===== config.mk =====
export PLATFORM = sky130hd
export DESIGN_NAME = out_port_uart
export DESIGN_NICKNAME = d
export VERILOG_FILES = /design/src/rtl/out_uart_pkg.sv /design/src/rtl/out_fifo.sv /design/src/rtl/out_port_uart.sv
export SDC_FILE = /design/constraint.sdc
export NUM_CORES = 1
export LEC_CHECK = 0
export ABC_AREA = 0
export CAP_MARGIN = 15
export CORE_MARGIN = 2
export CORE_UTILIZATION = 50
export DETAILED_ROUTE_END_ITERATION = 12
export GPL_ROUTABILITY_DRIVEN = 0
export PLACE_DENSITY = 0.67
export SLEW_MARGIN = 20
export SYNTH_ARGS = -nofsm -noshare
export SYNTH_HDL_FRONTEND = slang
export SYNTH_SLANG_ARGS = --single-unit

===== constraint.sdc =====
create_clock -name clk -period 5 [get_ports clk]
set_input_delay 1.25 -clock clk [delete_from_list [all_inputs] [get_ports clk]]
set_output_delay 1.25 -clock clk [all_outputs]
set_load 0.005 [all_outputs]

===== src/rtl/out_uart_pkg.sv =====
// Shared types and constants for the CPU output-port UART.
// OUT_UART_PARITY_EN adds an even-parity bit to every frame (8E1 instead of 8N1).
package out_uart_pkg;

    typedef enum logic [2:0] {
        StIdle,
        StStart,
        StData,
`ifdef OUT_UART_PARITY_EN
        StParity,
`endif
        StStop
    } state_e;

`ifdef OUT_UART_PARITY_EN
    localparam int unsigned FrameBits = 11;
`else
    localparam int unsigned FrameBits = 10;
`endif

endpackage


===== src/rtl/out_fifo.sv =====
// Synchronous word FIFO with first-word-fall-through read.
// A push while full is accepted when a pop happens in the same cycle.
module out_fifo #(
    parameter int unsigned Width = 16,
    parameter int unsigned Depth = 8
) (
    input  logic             clk,
    input  logic             rst,
    input  logic             push,
    input  logic             pop,
    input  logic [Width-1:0] din,
    output logic [Width-1:0] dout,
    output logic             full,
    output logic             empty
);

    localparam int unsigned PtrW = $clog2(Depth);
    localparam logic [PtrW:0] CountFull = (PtrW + 1)'(Depth);

    logic [PtrW-1:0]  wr_ptr_q, wr_ptr_d;
    logic [PtrW-1:0]  rd_ptr_q, rd_ptr_d;
    logic [PtrW:0]    count_q, count_d;
    logic [Width-1:0] mem_q [Depth];
    logic             do_push, do_pop;

    assign full    = (count_q == CountFull);
    assign empty   = (count_q == '0);
    assign do_pop  = pop & ~empty;
    assign do_push = push & (~full | do_pop);
    assign dout    = mem_q[rd_ptr_q];

    always_comb begin
        wr_ptr_d = do_push ? wr_ptr_q + PtrW'(1) : wr_ptr_q;
        rd_ptr_d = do_pop  ? rd_ptr_q + PtrW'(1) : rd_ptr_q;
        count_d  = count_q;
        case ({do_push, do_pop})
            2'b10:   count_d = count_q + (PtrW + 1)'(1);
            2'b01:   count_d = count_q - (PtrW + 1)'(1);
            default: count_d = count_q;
        endcase
    end

    always_ff @(posedge clk or posedge rst) begin
        if (rst) begin
            wr_ptr_q <= '0;
            rd_ptr_q <= '0;
            count_q  <= '0;
        end else begin
            wr_ptr_q <= wr_ptr_d;
            rd_ptr_q <= rd_ptr_d;
            count_q  <= count_d;
        end
    end

    // Storage carries no reset; empty/full come from the counter alone.
    always_ff @(posedge clk) begin
        if (do_push) begin
            mem_q[wr_ptr_q] <= din;
        end
    end

endmodule


===== src/rtl/out_port_uart.sv =====
// Buffers 16-bit CPU output words and sends each as two UART frames, low byte first.
// Define OUT_UART_PARITY_EN for 8E1 framing; default is 8N1.
module out_port_uart
    import out_uart_pkg::*;
#(
    parameter int unsigned CLKS_PER_BIT = 868,
    parameter int unsigned FIFO_DEPTH   = 8
) (
    input  logic        clk,
    input  logic        rst,
    input  logic [15:0] din,
    input  logic        din_valid,
    input  logic        overflow_clr,
    output logic        tx,
    output logic        busy,
    output logic        fifo_full,
    output logic        overflow
);

    localparam int unsigned CntW = $clog2(CLKS_PER_BIT);
    localparam logic [CntW-1:0] CntMax = CntW'(CLKS_PER_BIT - 1);

    state_e          state_q, state_d;
    logic [15:0]     hold_q, hold_d;
    logic            byte_sel_q, byte_sel_d;
    logic [2:0]      bit_idx_q, bit_idx_d;
    logic [CntW-1:0] cnt_q, cnt_d;
    logic            tx_q, tx_d;
    logic            overflow_q, overflow_d;

    logic        fifo_empty, fifo_pop, fifo_push, bit_done, drop;
    logic [15:0] fifo_dout;
    logic [7:0]  cur_byte_d;

    // The CPU cannot stall: a word is lost only if the FIFO is full and not draining this cycle.
    assign fifo_push = din_valid & (~fifo_full | fifo_pop);
    assign drop      = din_valid & fifo_full & ~fifo_pop;

    out_fifo #(
        .Width (16),
        .Depth (FIFO_DEPTH)
    ) u_fifo (
        .clk   (clk),
        .rst   (rst),
        .push  (fifo_push),
        .pop   (fifo_pop),
        .din   (din),
        .dout  (fifo_dout),
        .full  (fifo_full),
        .empty (fifo_empty)
    );

    always_comb begin
        state_d    = state_q;
        hold_d     = hold_q;
        byte_sel_d = byte_sel_q;
        bit_idx_d  = bit_idx_q;
        fifo_pop   = 1'b0;
        bit_done   = (cnt_q == CntMax);
        cnt_d      = (state_q == StIdle || bit_done) ? '0 : cnt_q + CntW'(1);

        case (state_q)
            StIdle: begin
                if (!fifo_empty) begin
                    fifo_pop   = 1'b1;
                    hold_d     = fifo_dout;
                    byte_sel_d = 1'b0;
                    bit_idx_d  = '0;
                    state_d    = StStart;
                end
            end
            StStart: begin
                if (bit_done) begin
                    bit_idx_d = '0;
                    state_d   = StData;
                end
            end
            StData: begin
                if (bit_done) begin
                    if (bit_idx_q == 3'd7) begin
`ifdef OUT_UART_PARITY_EN
                        state_d = StParity;
`else
                        state_d = StStop;
`endif
                    end else begin
                        bit_idx_d = bit_idx_q + 3'd1;
                    end
                end
            end
`ifdef OUT_UART_PARITY_EN
            StParity: begin
                if (bit_done) begin
                    state_d = StStop;
                end
            end
`endif
            StStop: begin
                if (bit_done) begin
                    if (!byte_sel_q) begin
                        byte_sel_d = 1'b1;
                        state_d    = StStart;
                    end else begin
                        state_d = StIdle;
                    end
                end
            end
            default: state_d = StIdle;
        endcase

        // tx is registered, so its next value follows the next state.
        cur_byte_d = byte_sel_d ? hold_d[15:8] : hold_d[7:0];
        case (state_d)
            StStart:  tx_d = 1'b0;
            StData:   tx_d = cur_byte_d[bit_idx_d];
`ifdef OUT_UART_PARITY_EN
            StParity: tx_d = ^cur_byte_d;
`endif
            default:  tx_d = 1'b1;
        endcase

        overflow_d = drop | (overflow_q & ~overflow_clr);
    end

    always_ff @(posedge clk or posedge rst) begin
        if (rst) begin
            state_q    <= StIdle;
            hold_q     <= '0;
            byte_sel_q <= 1'b0;
            bit_idx_q  <= '0;
            cnt_q      <= '0;
            tx_q       <= 1'b1;
            overflow_q <= 1'b0;
        end else begin
            state_q    <= state_d;
            hold_q     <= hold_d;
            byte_sel_q <= byte_sel_d;
            bit_idx_q  <= bit_idx_d;
            cnt_q      <= cnt_d;
            tx_q       <= tx_d;
            overflow_q <= overflow_d;
        end
    end

    assign tx       = tx_q;
    assign overflow = overflow_q;
    assign busy     = (state_q != StIdle) | ~fifo_empty;

endmodule


# Word level (Yosys, flattened, before mapping)
# Memories as Yosys holds them, arrays and structs flattened.
# Cells that the tools add are included.
totals:
  register_bits: 45
  mem_bits_rw: 128
  latchBits: 0
  input_bits: 20
  elab_cells: 74
  memories: 1
  mem_bits_ro: 0
  out_inout_bits: 4
op_classes:
  n_mux: 27
  n_lt_le_gt_ge: 1
  reduce_logical: 5
  shift: 0
  n_mul: 0
  n_eq_ne: 10
  bitwise: 14
  n_div: 0
  add_sub_neg: 6
memory_table:
  columns: ["memory", "words", "word_bits", "read_ports", "rd_clocked_by_memory_dff", "write_ports", "line_no", "source"]
  rows:
  - ["u_fifo.mem_q", 8, 16, 1, 0, 1, "out_fifo.sv:23", "logic [Width-1:0] mem_q [Depth];"]
op_table:
  columns: ["operator", "n"]
  rows:
  - ["16-bit two-way mux", 2]
  - ["3-bit two-way mux", 9]
  - ["3-bit case mux with 4 select lines", 1]
  - ["10-bit by 1-bit adder with 10-bit output, second input constant", 1]
  - ["10-bit equality test, second input constant", 1]
  - ["10-bit two-way mux", 1]
  - ["3-bit by 1-bit adder with 3-bit output, second input constant", 3]
  - ["3-bit by 2-bit equality test with 1-bit output, second input constant", 3]
  - ["3-bit case mux with 3 select lines", 1]
  - ["1-bit two-way mux", 8]
  - ["8-bit two-way mux", 1]
  - ["4-bit case mux with 2 select lines", 1]
  - ["1-bit AND", 6]
  - ["3-bit by 1-bit equality test with 1-bit output, second input constant", 2]
  - ["4-bit by 1-bit adder with 4-bit output, second input constant", 1]
  - ["4-bit equality test, second input constant", 1]
  - ["4-bit zero test", 1]
  - ["3-bit by 4-bit < comparator with 1-bit output, second input constant", 1]
  - ["1-bit NOT", 4]
  - ["1-bit bitwise OR", 4]
  - ["1-bit case mux with 2 select lines", 2]
  - ["4-bit by 1-bit subtractor with 4-bit output, second input constant", 1]
  - ["1-bit binary-select mux with 3-bit select", 1]
  - ["3-bit equality test, second input constant", 1]
  - ["6 further kinds", 6]

# Depth between registers and ports, before layout
# Gate-level depths: netlist of run 1.
depth:
  ltp_word: 8
  mapped_depth: 12
  mapped_depth_nobuf: 10

# Hierarchy
# From an unflattened synthesis of run 1, not the netlist that was laid out.
hier_totals:
  cells_unflattened: 420
  area_unflattened_um2: 7363.3
by_module_without_submodules:
  columns: ["mod", "seq_area_each_um2", "cells_each", "area_per_inst_um2", "instances"]
  rows:
  - ["out_fifo", 4093.9, 258, 5534.1, 1]
  - ["out_port_uart", 877.1, 162, 1829.3, 1]

# Least setup slack after synthesis of run 1
# Ideal clock, no wire load.
synth_timing:
  kind: "input to register"
  startpoint: "input port din_valid"
  endpoint: "memory u_fifo.mem_q[2][0] (enable)"
  setup_time_ns: 0.436
  n_path_buf: 0
  path_slack_ns: 1.023
  t_arrival_ns: 3.541
  path_stages: 4
  required_time_ns: 4.564
  cell_sequence: "inv_1 > a21oi_1 > inv_1 > nor4b_1"
synth_between:
  elab_chain_len: 4
synth_rtl:
  columns: ["element", "line_no", "source"]
  rows:
  - ["start: declaration", "out_port_uart.sv:12", "input logic din_valid,"]
  - ["1-bit AND", "out_port_uart.sv:36", "assign fifo_push = din_valid & (~fifo_full | fifo_pop);"]
  - ["1-bit AND", "out_fifo.sv:29", "assign do_push = push & (~full | do_pop);"]
  - ["1-bit two-way mux", "out_fifo.sv:57", "if (do_push) begin"]
  - ["1-bit two-way mux (implied by the code)", "out_fifo.sv:58", "mem_q[wr_ptr_q] <= din;"]
  - ["end: declaration", "out_fifo.sv:23", null]
# No other way between the ends.

# Worst setup path in the final report of run 1
layout_timing:
  startpoint: "register u_fifo.count_q[0]"
  endpoint: "output port busy"
layout_between:
  elab_chain_len: 3
layout_rtl:
  columns: ["element", "line_no", "source"]
  rows:
  - ["start: declaration", "out_fifo.sv:22", "logic [PtrW:0] count_q, count_d;"]
  - ["start signal: assignment", "out_fifo.sv:51", "count_q <= count_d;"]
  - ["4-bit zero test", "out_fifo.sv:27", "assign empty = (count_q == '0);"]
  - ["1-bit NOT", "out_port_uart.sv:147", "assign busy = (state_q != StIdle) | ~fifo_empty;"]
  - ["1-bit bitwise OR", "out_port_uart.sv:147", null]
  - ["end: declaration", "out_port_uart.sv:15", "output logic busy,"]
# No other way between the ends.

==> impl_metrics.yaml, run 1 <==
timing:
  rsz0062_at_grt: "false"
  finalHoldViolCount: 0
  finalSetupTns_ns: 0
  skew_ns: 0.008064
  tightest_slew_ns: 1.096
  setup_viol: 0
  maxSlewViolCount: 0
  max_clock_freq_mhz: 291.6
  period_needed_ns: 3.429
  slew_headroom_pct: 26.93
  period_share_pct: 68.58
synthesis:
  netlist.area_leader.share_pct: 53.62
  synth_area_leaders: "edfxtp_1, dfrtp_1, mux4_2"
  synth_top_area_cell: "edfxtp_1"
  async_flop_share_pct: 26.01
  synthFlopType: "edfxtp_1"
  synthCells: 434
  synthesis.nets: 461
  syn_avg_cell_area_um2: 16.52
  syn_area_um2: 7168
  synth-edff-count: 128
  yosysSeqAreaShare_pct: 69.35
  synth.distinct_cells: 56
  yosysWarningCount: 0
  yosys_register_bits: 173
flow_run:
  drv_cap: 0
worst_hold_path:
  hold_class: "reg2reg"
placement:
  hpwl_um: 7930
  io_buffers: 23
routing:
  routedWlPerCell_um: 19.85
  drc: 0
  viasPerCell: 5.688
  drt-initial-drc-count: 264
  first_pass_iters: 4
  antenna_left: 0
  postRouteWirelength_um: 13100
  vias: 3754
grt:
  grt_pass1_wl_um: 20720
  gr-total-overflow: 0
  grt_usage_pct: 19.03
  grt_max_degree: 46
  antenna_found_initial: 0
  grt_pass1_vias: 3834
worst_setup_path:
  arrival_ns: 2.18
  critPathLaunchType: "flip-flop"
  critPathCaptureType: "primary output"
  slowest_delay_ns: 0.71
  path_max_fanout: 6
  path_cells: "nor4_1, nand2_1, clkdlybuf4s50_1"
  required_ns: 3.75
  cp_slowest_cell: "nor4_1"
  criticalPathCategory: "reg2out"
die:
  fp.dieW_um: 123.7
  ios: 24
  num_rows: 43
  die_y_um: 123.7
  die_area_um2: 15310
  initial_core_util_pct: 51.44
  core_um2: 13930
cts:
  cts_setup_buffers: 0
  cts.clk_slew.worst_paths_ns: 0.07
  tritoncts: "built"
  root_buffer: "clkbuf_16"
  clock_sinks: 173
  ctsLongestPathBuffers: 2
  ctsResizeCount: 0
  cts-hold-fix-buffers: 0
  clk_latency_ns: 0.42
  numCtsBuffers: 17
  htree_levels: 4
final_layout:
  final_cell_mix: "edfxtp_1, dfrtp_1, nand2_1"
  drive_gt1_share_pct: 19.38
  nets: 495
  fill_cells: 1042
  n_antenna_cell: 0
  layout_commonest_cell: "edfxtp_1"
  syn_to_final_growth_pct: 14.40
power:
  ir_drop_mv: 0.4660
  power_w: 0.004312
  p_per_area_nw_per_um2: 525.8
  leakage_nw: 2.960
status:
  status: "finished, final reports clean"
## cell type report
cell class                      count  area [um2]  area share [%]
Sequential cell                   173        4972           60.63
Multi-Input combinational cell    234        2092           25.51
Clock buffer                       18       429.2           5.233
Timing Repair Buffer               34       312.8           3.814
Tap cell                          180       225.2           2.746
Clock inverter                     13       137.6           1.678
Inverter                            8       31.28          0.3814
## stage by stage
step | instance area, um2 | hold slack (ns) | instances | util [%] | worst slack (ns)
finish | 8200 | 0.4784 | 660 | 58.85 | 1.571
global route | 8200 | 0.4947 | 660 | 58.85 | 1.412
CTS | 8199 | 0.4798 | 660 | 58.84 | 1.542
detailed placement | 7632 | 0.4698 | 629 | 54.77 | 1.317
global placement | 7632 | 0.4666 | 629 | 54.77 | 1.405
floorplan | 7168 | 0.4473 | 434 | - | 1.023
## path summary, 6_finish.rpt
check / cells past startpoint / endpoint / start / slack [ns]
max in group asynchronous: 2 / u_fifo.rd_ptr_q[0]$_DFFE_PP0P_ / rst / 3.21
max reg2reg: 11 / u_fifo.count_q[2]$_DFFE_PP0P_ / u_fifo.count_q[0]$_DFFE_PP0P_ / 1.68
min: 1 / cnt_q[0]$_DFF_PP0_ / cnt_q[0]$_DFF_PP0_ / 0.48
min reg2reg: 1 / cnt_q[0]$_DFF_PP0_ / cnt_q[0]$_DFF_PP0_ / 0.48
max: 3 / busy / u_fifo.count_q[0]$_DFFE_PP0P_ / 1.57
min in group asynchronous: 2 / cnt_q[9]$_DFF_PP0_ / rst / 1.27
## flip-flops by register name, summed over array words and instances, names as in the netlist
register	count
bit_idx_q	3
state_q	3
u_fifo.rd_ptr_q	3
cnt_q	10
u_fifo.wr_ptr_q	3
tx	1
u_fifo.mem_q	128
byte_sel_q	1
overflow	1
hold_q	16
u_fifo.count_q	4
## metal layers
layer | vias up | wire length, um | track usage, % | part of all wire [%]
met5 | - | 0 | 0 | 0
met4 | 0 | 182 | 6.179 | 1.4
met3 | 13 | 428 | 5.220 | 3.3
met2 | 65 | 6799 | 31.66 | 52
met1 | 1937 | 5690 | 24.40 | 43
li1 | 1739 | - | - | -
## where the power goes
group | switching, W | internal, W | leakage [nW] | total [W]
clock network | 0.000536 | 0.000736 | 0.278 | 0.00127
logic | 0.000464 | 0.000508 | 0.959 | 0.000973
registers | 0.000241 | 0.00183 | 1.72 | 0.00207
## synth_stat cells (all sizes together) (4+ instances only)
master	n
nand2b	4
nor2	25
a21oi	7
o21ai	16
nand2	38
nand3	4
a211oi	5
dfrtp	44
nor4	4
inv	8
mux4	32
mux2i	23
ha	7
and3	4
clkbuf	11
xor2	11
xnor2	7
nor3	6
edfxtp	128
buf	8
## worst max-delay path: cells and delay by family, from the launching register on
family / cells / cell delay, ns
flip-flops: 1 / 0.45
AND/OR/NAND/NOR: 2 / 0.84
buffers and inverters: 1 / 0.47
## cell families (layout without fill, tap and decap cells)
family	after synthesis	after routing	share of synthesized area [%]
AOI/OAI and AO/OA	44	44	4.032
xor gates and xnor gates	18	18	2.199
adders and majority gates	7	7	1.222
buffers and inverters	27	73	1.990
DFF	173	173	69.35
muxes	56	56	13.42
other	1	1	0.05231
and+or+nand+nor	108	108	7.733
Note: power is estimated with default switching activity, not from simulation.
==> run 2, diff against run 1 <==
clock period = 3.5 ns   (was 5 ns; I/O delays follow)
==> run 2 against run 1 <==
Sequential power rose by 43%. Critical path depth rose by 5. Largest power group unchanged. Routed wire length rose by 0.66%.
==> impl_metrics.yaml, run 2 (synthesis gave the netlist of run 1 again) <==
die:
  fp.dieW_um: 123.7
  die_y_um: 123.7
  initial_core_util_pct: 51.44
  core_um2: 13930
  num_rows: 43
  die_area_um2: 15310
  ios: 24
worst_setup_path:
  path_max_fanout: 8
  critPathCaptureType: "flip-flop"
  required_ns: 3.82
  critPathLaunchType: "flip-flop"
  cp_slowest_cell: "or3_1"
  cp.buffers_inverters: 0
  path_cells: "ha_1, or3b_4, or3_1, o211a_1, o32a_1, o31ai_1, a211oi_1, a311oi_1"
  arrival_ns: 3.19
  criticalPathCategory: "reg2reg"
  slowest_delay_ns: 0.46
  path_delay_family: "compound AO/OA/AOI/OAI gates"
cts:
  ctsResizeCount: 0
  clock_sinks: 173
  root_buffer: "clkbuf_16"
  cts.clk_slew.worst_paths_ns: 0.06
  tritoncts: "built"
  htree_levels: 4
  clk_latency_ns: 0.42
  cts-hold-fix-buffers: 0
  cts_setup_buffers: 0
  numCtsBuffers: 17
  ctsLongestPathBuffers: 2
timing:
  max_clock_freq_mhz: 348.9
  period_needed_ns: 2.866
  finalSetupTns_ns: 0
  setup_viol: 0
  skew_ns: 0.01225
  finalHoldViolCount: 0
  rsz0062_at_grt: "false"
  tightest_slew_ns: 1.093
  slew_headroom_pct: 27.15
  maxSlewViolCount: 0
  period_share_pct: 81.88
routing:
  drt-initial-drc-count: 240
  viasPerCell: 5.693
  vias: 3797
  first_pass_iters: 4
  postRouteWirelength_um: 13190
  drc: 0
  routedWlPerCell_um: 19.77
  antenna_left: 0
grt:
  use_met3_pct: 4.441
  grt_usage_pct: 19.03
  gr-total-overflow: 0
  grt_pass1_vias: 3863
  grt_pass1_wl_um: 21040
  met2_usage_pct: 31.39
  grt_max_degree: 29
  grtUsageMet1_pct: 24.85
  grt-busiest-layer: "met2"
  antenna_found_initial: 0
status:
  status: "finished, final reports clean"
final_layout:
  reg.largest.list: "u_fifo.mem_q x128, hold_q x16, cnt_q x10"
  final_cell_mix: "edfxtp_1, dfrtp_1, nand2_1"
  final_cells: 667
  layout_commonest_cell: "edfxtp_1"
  largest_reg_flops: 128
  fin_area_um2: 8254
  syn_to_final_growth_pct: 15.15
  nets: 501
  post-route-util_pct: 59.24
  regMostFlops: "u_fifo.mem_q"
  drive_gt1_share_pct: 20.74
  n_antenna_cell: 0
power:
  ir_drop_mv: 0.4436
  p_per_area_nw_per_um2: 747.0
  leakage_nw: 2.990
placement:
  hpwl_um: 8009
  io_buffers: 23
  placed_area_um2: 7686
  place_inst: 635
worst_hold_path:
  hold_class: "reg2reg"
flow_run:
  drv_cap: 0
## run 2: per-layer routing
| metal | up-vias | routed length [um] |
|---|---|---|
| li1 | 1758 | - |
| met1 | 1965 | 5829 |
| met2 | 61 | 6753 |
| met3 | 13 | 375 |
| met4 | 0 | 229 |
| met5 | - | 0 |
## run 2: final timing paths
kind                                          from  cells after the start                             end  slack, ns
min in group asynchronous                      rst                      2  u_fifo.wr_ptr_q[2]$_DFFE_PP0P_       0.71
max in group asynchronous                      rst                      3                    tx$_DFF_PP1_       2.14
worst max register to register  cnt_q[0]$_DFF_PP0_                      8                    tx$_DFF_PP1_       0.63
worst min register to register  cnt_q[0]$_DFF_PP0_                      1              cnt_q[0]$_DFF_PP0_       0.48
worst max-delay path            cnt_q[0]$_DFF_PP0_                      8                    tx$_DFF_PP1_       0.63
worst min-delay path            cnt_q[0]$_DFF_PP0_                      1              cnt_q[0]$_DFF_PP0_       0.48
## run 2: through the flow
stage                     power (W)  worst slack (ns)  hold slack (ns)
after floorplan            0.003954         0.0005611           0.4473
after global placement     0.004395            0.5861           0.4573
after detailed placement   0.004444            0.5171           0.4717
after CTS                  0.006238            0.6032           0.4805
after global routing       0.006482            0.4432           0.5006
final                      0.006166            0.6342           0.4782
## run 2: cell type report
cell class                      instances  area, um2
Clock buffer                           18      429.2
Clock inverter                         14      138.9
Fill cell                            1069       5680
Inverter                                8      30.03
Multi-Input combinational cell        234       2101
Sequential cell                       173       4972
Tap cell                              180      225.2
Timing Repair Buffer                   40      357.8
## run 2: worst reg2reg max path, cell delays in order (launching register included)
cell	delay [ns]
dfrtp_1	0.38
ha_1	0.28
or3b_4	0.44
or3_1	0.46
o211a_1	0.27
o32a_1	0.35
o31ai_1	0.27
a211oi_1	0.08
a311oi_1	0.25
## run 2: report_power, final
| group | total (W) | switching (W) | internal [W] |
|---|---|---|---|
| Clock | 0.00179 | 0.000793 | 0.000995 |
| Combinational | 0.00141 | 0.000664 | 0.000749 |
| Sequential | 0.00297 | 0.000358 | 0.00261 |
